[src/rtl/dev_timer.sv]
`default_nettype none
// +--------------------------------------------------------------------------+
// | dev_timer : bus-mapped countdown timer with masked interrupt  (rev 1.0)  |
// +--------------------------------------------------------------------------+
module dev_timer #(
  parameter logic [31:0] BASE = 32'h0000_7F00
) (
  input  logic        clk,
  input  logic        reset,
  input  logic [31:0] DEV_Addr,
  input  logic [31:0] DEV_WD,
  input  logic        DEV_Wr,
  input  logic        IntAck,
  output logic [31:0] DEV_RD,
  output logic        IntReq
);

  typedef enum logic [1:0] {
    ST_IDLE = 2'd0,
    ST_LOAD = 2'd1,
    ST_CNT  = 2'd2,
    ST_INT  = 2'd3
  } state_t;

  state_t      state;
  logic [3:0]  ctrl;
  logic [3:0]  ctrl_nxt;
  logic [31:0] preset;
  logic [31:0] count;
  logic        pending;
  logic        pending_nxt;
  logic [31:0] word_addr;
  logic        wr_ctrl;
  logic        wr_preset;
  logic        wr_status;
  logic        auto_reload;
  logic        unused_addr_lsbs;

  assign word_addr        = {DEV_Addr[31:2], 2'b00};
  assign unused_addr_lsbs = ^DEV_Addr[1:0];
  assign wr_ctrl          = DEV_Wr && (word_addr == BASE);
  assign wr_preset        = DEV_Wr && (word_addr == BASE + 32'h4);
  assign wr_status        = DEV_Wr && (word_addr == BASE + 32'hC);
  assign auto_reload      = (ctrl[2:1] == 2'b01);

  // A CPU write to CTRL in the INT cycle overrides the one-shot EN clear.
  always_comb begin
    ctrl_nxt = ctrl;
    if (wr_ctrl)
      ctrl_nxt = DEV_WD[3:0];
    else if (state == ST_INT && !auto_reload)
      ctrl_nxt[0] = 1'b0;
  end

  always_comb begin
    pending_nxt = pending;
    if (IntAck || (wr_status && DEV_WD[0]))
      pending_nxt = 1'b0;
    if (state == ST_INT)
      pending_nxt = 1'b1;
  end

  always_comb begin
    DEV_RD = 32'h0;
    if (word_addr == BASE)
      DEV_RD = {28'h0, ctrl};
    else if (word_addr == BASE + 32'h4)
      DEV_RD = preset;
    else if (word_addr == BASE + 32'h8)
      DEV_RD = count;
    else if (word_addr == BASE + 32'hC)
      DEV_RD = {31'h0, pending};
  end

  always_ff @(posedge clk or posedge reset) begin
    if (reset) begin
      state   <= ST_IDLE;
      ctrl    <= 4'h0;
      preset  <= 32'h0;
      count   <= 32'h0;
      pending <= 1'b0;
      IntReq  <= 1'b0;
    end else begin
      ctrl    <= ctrl_nxt;
      pending <= pending_nxt;
      // Built from next-state values so IntReq rises together with pending.
      IntReq  <= pending_nxt & ctrl_nxt[3];
      if (wr_preset)
        preset <= DEV_WD;
      case (state)
        ST_IDLE: if (ctrl[0]) state <= ST_LOAD;
        ST_LOAD: begin
          count <= preset;
          state <= ST_CNT;
        end
        ST_CNT: begin
          if (!ctrl[0]) begin
            state <= ST_IDLE;
          end else if (count <= 32'd1) begin
            count <= 32'h0;
            state <= ST_INT;
          end else begin
            count <= count - 32'd1;
          end
        end
        ST_INT:  state <= (auto_reload && ctrl_nxt[0]) ? ST_LOAD : ST_IDLE;
        default: state <= ST_IDLE;
      endcase
    end
  end

endmodule
`default_nettype wire

[config.mk]
export PLATFORM = sky130hd
export DESIGN_NAME = dev_timer
export DESIGN_NICKNAME = d
export VERILOG_FILES = /design/src/rtl/dev_timer.sv
export SDC_FILE = /design/constraint.sdc
export NUM_CORES = 1
export LEC_CHECK = 0
export BUFFER_PORTS_ARGS = -buffer_cell sky130_fd_sc_hd__buf_2
export CORE_ASPECT_RATIO = 0.6
export CORE_MARGIN = 2
export CORE_UTILIZATION = 55
export CTS_CLUSTER_DIAMETER = 120
export DETAILED_ROUTE_END_ITERATION = 8
export GPL_ROUTABILITY_DRIVEN = 0
export PLACE_DENSITY = 0.81
export SLEW_MARGIN = 20
export SYNTH_ARGS = -nofsm -noshare
export SYNTH_HDL_FRONTEND = slang
export SYNTH_SLANG_ARGS = --single-unit
export TNS_END_PERCENT = 10
[constraint.sdc]
create_clock -name clk -period 7 [get_ports clk]
set_input_delay 1.4 -clock clk [delete_from_list [all_inputs] [get_ports clk]]
set_output_delay 1.4 -clock clk [all_outputs]
set_load 0.01 [all_outputs]
# Yosys cells after proc, flatten, opt, wreduce, memory -nomap -nowiden

Cells that the tools add are included.

Add/sub/neg operators: 1
$lt $le $gt $ge: 1
Equal/unequal tests: 11
Mux-type cells: 17
Bitwise operators: 1
Reduce and logical (&&, ||, !) cells: 12

Operators by type and width:

| kind                    | number |
|---|---|
| $mux W32                | 5 |
| $eq A30 B13 Y1 const B  | 4 |
| $pmux W32 S2            | 1 |
| $le A32 B1 Y1 const B   | 1 |
| $sub A32 B1 Y32 const B | 1 |
| $pmux W2 S4             | 1 |
| $logic_and A1 B1 Y1     | 6 |
| $mux W1                 | 6 |
| $mux W2                 | 3 |
| $eq A2 B1 Y1 const B    | 2 |
| $eq A2 B2 Y1 const B    | 2 |
| $ne A2 B2 Y1 const B    | 2 |
| $reduce_and A2 Y1       | 2 |
| $mux W3                 | 1 |
| $ne A3 B3 Y1 const B    | 1 |
| $logic_not A2 Y1        | 1 |
| $reduce_bool A2 Y1      | 1 |
| $and A1 B1 Y1           | 1 |
| $logic_not A1 Y1        | 1 |
| $logic_or A1 B1 Y1      | 1 |

Flip-flop bits (word level): 72
Output and inout bits: 33
Word-level logic and storage cells: 50

# Logic depth before layout (Yosys ltp)

Depth after elaboration: 8
Depth in mapped cells: 8

# Worst setup path before layout

Ideal clock, no wire load.

Kind: input to output
From: input port DEV_Addr[22]
To: output port DEV_RD[11]
Arrival: 3.450 ns
Required time: 5.600 ns
Slack: 2.150 ns
Stages on the path: 7
Buffers on the path: 2
Path through: nor4b_1 nand4_1 or2_2 clkbuf_1 nor3b_1 clkbuf_1 a22o_1

Longest elaborated chain between the ends: 4

RTL lines:

| element         | RTL line | RTL |
|---|---|---|
| start, declared | 10       | `input logic [31:0] DEV_Addr,` |
| $eq A30 B13 Y1  | 69       | `else if (word_addr == BASE + 32'h8)` |
| $mux W32        | 69       |  |
| $mux W32        | 67       | `else if (word_addr == BASE + 32'h4)` |
| $mux W32 (*)    | 65       | `if (word_addr == BASE)` |
| end, declared   | 14       | `output logic [31:0] DEV_RD,` |

Mark *: on every way between the ends. The rest lies on a longest branch, timed or not.

# Worst setup path in the final report

From: input port DEV_Addr[22]
To: output port DEV_RD[18]

Same word-level chain as after synthesis.

==> metrics <==
Synth Area per Inst=9.67 sq um; Crit Path Category=input port to primary output; Post-synth EDFFs=0; HP Class=flop to flop; main flop type after synthesis=dfrtp_1; FF/Latch Area=0.00180 sq mm; leakage=2.60 nW; NumNets Final=598; IO Port Bufs=98; antenna violation net count after detailed routing=0; Worst Path Required=5.60 ns; Top Ports=101; hold buffer count at cts=0; synthesis-to-finish area growth=22.0%; CTS max path bufs=2; Max FO, Critical Path=28; postcts setup bufs=0; crit path cell chain=buf_2 -> nor4b_1 -> nand4_1 -> or2_2 -> nor3b_2 -> buf_4 -> a22o_1 -> buf_2; row count=24; first-pass iteration count of the detailed router=5; CTS buffer count=9; commonest non-fill, non-tap cell in the layout=buf_2; Synth Register Bits=72; Fin. Hold Viols=0; Final Max Tran Viols=0; drt via density=6.44; gate count after technology mapping=444; largest net degree at the start of global routing=73; area leader, netlist=dfrtp_1; DRT iter0 DRCs=432; PwrDens=193 mW/mm^2; Switch Pwr=188 uW; initial antenna violation count=0; setup ws final=2.21 ns; Final HPWL DP=8170 um; clk_lat worst skew=0.34 ns; routed via count=4102; Post-Syn Area=0.00430 sq mm; Synth top area share=0.419; met1 usage=0.410; Design Area, Final=0.00524 sq mm; Int Power=824 uW; f_max=209 MHz; slowest cell delay on critical path=0.43 ns; vias in the first global route=4032; H-tree Lvls=3; commonest non-fill, non-tap cells in the layout=buf_2 (98), dfrtp_1 (72), nand2_1 (36); combinational share of power=0.031; Sw Ratio=0.186; Final setup viols=0; warnings from Yosys=0; number of max-cap violations=0; Setup TNS=0 ns; Sink Count=72; Multi-input gate area=0.00235 sq mm; Tot GR Track Use=0.297; status=completed; Horiz. Die Dim=118 um; crit path launch type=input port; Clk Tree Root Cell=clkbuf_16; layout cells sized above 1=0.330; diode count=0; Filler Cell Count=587; asr flop ratio synth=1.00; grt ovf=0; largest cells by area after synthesis=dfrtp_1 (42%), mux2_2 (9.2%), a22o_1 (6.3%); Post-DP Area=0.00486 sq mm; post_cts resized=0; Initial Util=0.579; Most Used Layer, Global Route=met2; Yosys cell types=62; first-pass GRT wire length=20100 um; Core Box Area=0.00742 sq mm; max_slew headroom=0.324; syn_nets=514; Sequential Power Share=0.411; CP Capture Type=primary output; Slowest cell on crit path=or2_2; Worst-Margin Slew=1.00 ns; die area=0.00856 sq mm; register area share after synthesis=0.419; clock-pin slew on the worst setup and hold paths=0.06 ns; clock network fraction of total power=0.558; crit-path most repeated cell=buf_2; Critical Path AT=3.39 ns; met3 Track Usage GR=0.0818; DR DRC count=0; fin crit period=4.79 ns; Layout Skew=0.00413 ns; delay-heaviest family, CP=simple AND/OR/NAND/NOR gates; DP Worst Slack=2.24 ns; WL per Instance=18.9 um; Final period util=0.684; met2 Track Usage GR=0.460; Buf/Inv on CP=3; Worst IR Drop VDD=0.147 mV; Die Height=72.5 um; Routed WL=12100 um; RSZ-0062 raised after global routing=false; CTS tree=yes
-- sequential cells by signal, summed over array words and instances (netlist names) --
signal   cells
preset      32
IntReq       1
state        2
count       32
ctrl         4
pending      1
-- synthesized netlist by cell type, types with 6 or more instances --
library cell  number
nor4b_1            6
or3_1              6
nand4_1            9
inv_1             10
nand2_1           36
o21ai_0            9
nor3_1            11
mux2_2            35
mux2i_1            6
a21oi_1           15
clkbuf_1          28
o221ai_1           7
nor2b_1            6
o211ai_1           7
nor2_1            27
nand2b_1           6
a31oi_1            7
dfrtp_1           72
and2_1             9
or4_1              7
a22o_1            31
nor4_1            13
nand3_1           13
-- logic make-up (layout without fill, tap and decap cells) --
logic type	Yosys count	count (layout)	share of synthesized area
AO/OA/AOI/OAI	118	118	0.213
AND/OR/NAND/NOR	166	166	0.210
multiplexers	42	42	0.111
adder cells (fa/ha/maj)	2	2	0.00582
buffers and inverters	44	133	0.0408
flip-flops	72	72	0.419
-- power groups by stage --
stage	logic (mW)	clock network [mW]	registers, mW
final	0.0310	0.565	0.416
after global routing	0.0349	0.594	0.416
after CTS	0.0316	0.570	0.416
after detailed placement	0.0315	0	0.424
after global placement	0.0299	0	0.424
after floorplan	0.0103	0	0.424
-- final cells by class --
cell class              instances  area share
flip-flops and latches         72       0.344
clock buffers                  10      0.0456
repair buffers                106       0.105
inverters                      11     0.00788
clock inverters                 6      0.0248
multi-input cells             328       0.448
well taps                     104      0.0248
-- worst paths after layout --
kind,end,startpoint,cells after the start,slack (ns)
max in group asynchronous,count[28],reset,3,5.08
hold / removal,preset[22],preset[22],1,0.53
setup / recovery,DEV_RD[18],DEV_Addr[22],8,2.21
min in group asynchronous,preset[5],reset,3,1.34
hold reg to reg,preset[22],preset[22],1,0.53
setup reg to reg,count[18],state[1],7,3.82
-- per-layer routing --
metal | share of wire | vias to the layer above | wire [um]
met3 | 0.099 | 28 | 1200
met5 | 0 | - | 0
li1 | - | 1884 | -
met4 | 0.017 | 0 | 208
met1 | 0.44 | 1956 | 5360
met2 | 0.44 | 234 | 5290
-- stage by stage --
stage	power, mW	hold slack, ns	cells	utilization
3_3_place_gp	0.454	0.513	621	0.656
4_1_cts	1.02	0.532	637	0.705
5_1_grt	1.05	0.551	637	0.706
3_5_place_dp	0.455	0.520	621	0.656
6_report	1.01	0.529	637	0.706
2_1_floorplan	0.434	0.474	444	-
-- worst register-to-register path: cells and delay by family, from the launching register on --
kind / cells / cell delay (ns)
and+or+nand+nor: 2 / 0.56
buffers and inverters: 3 / 1.16
DFF: 1 / 0.42
AOI/OAI and AO/OA: 2 / 0.91
Power figures use the tool's default switching activity.
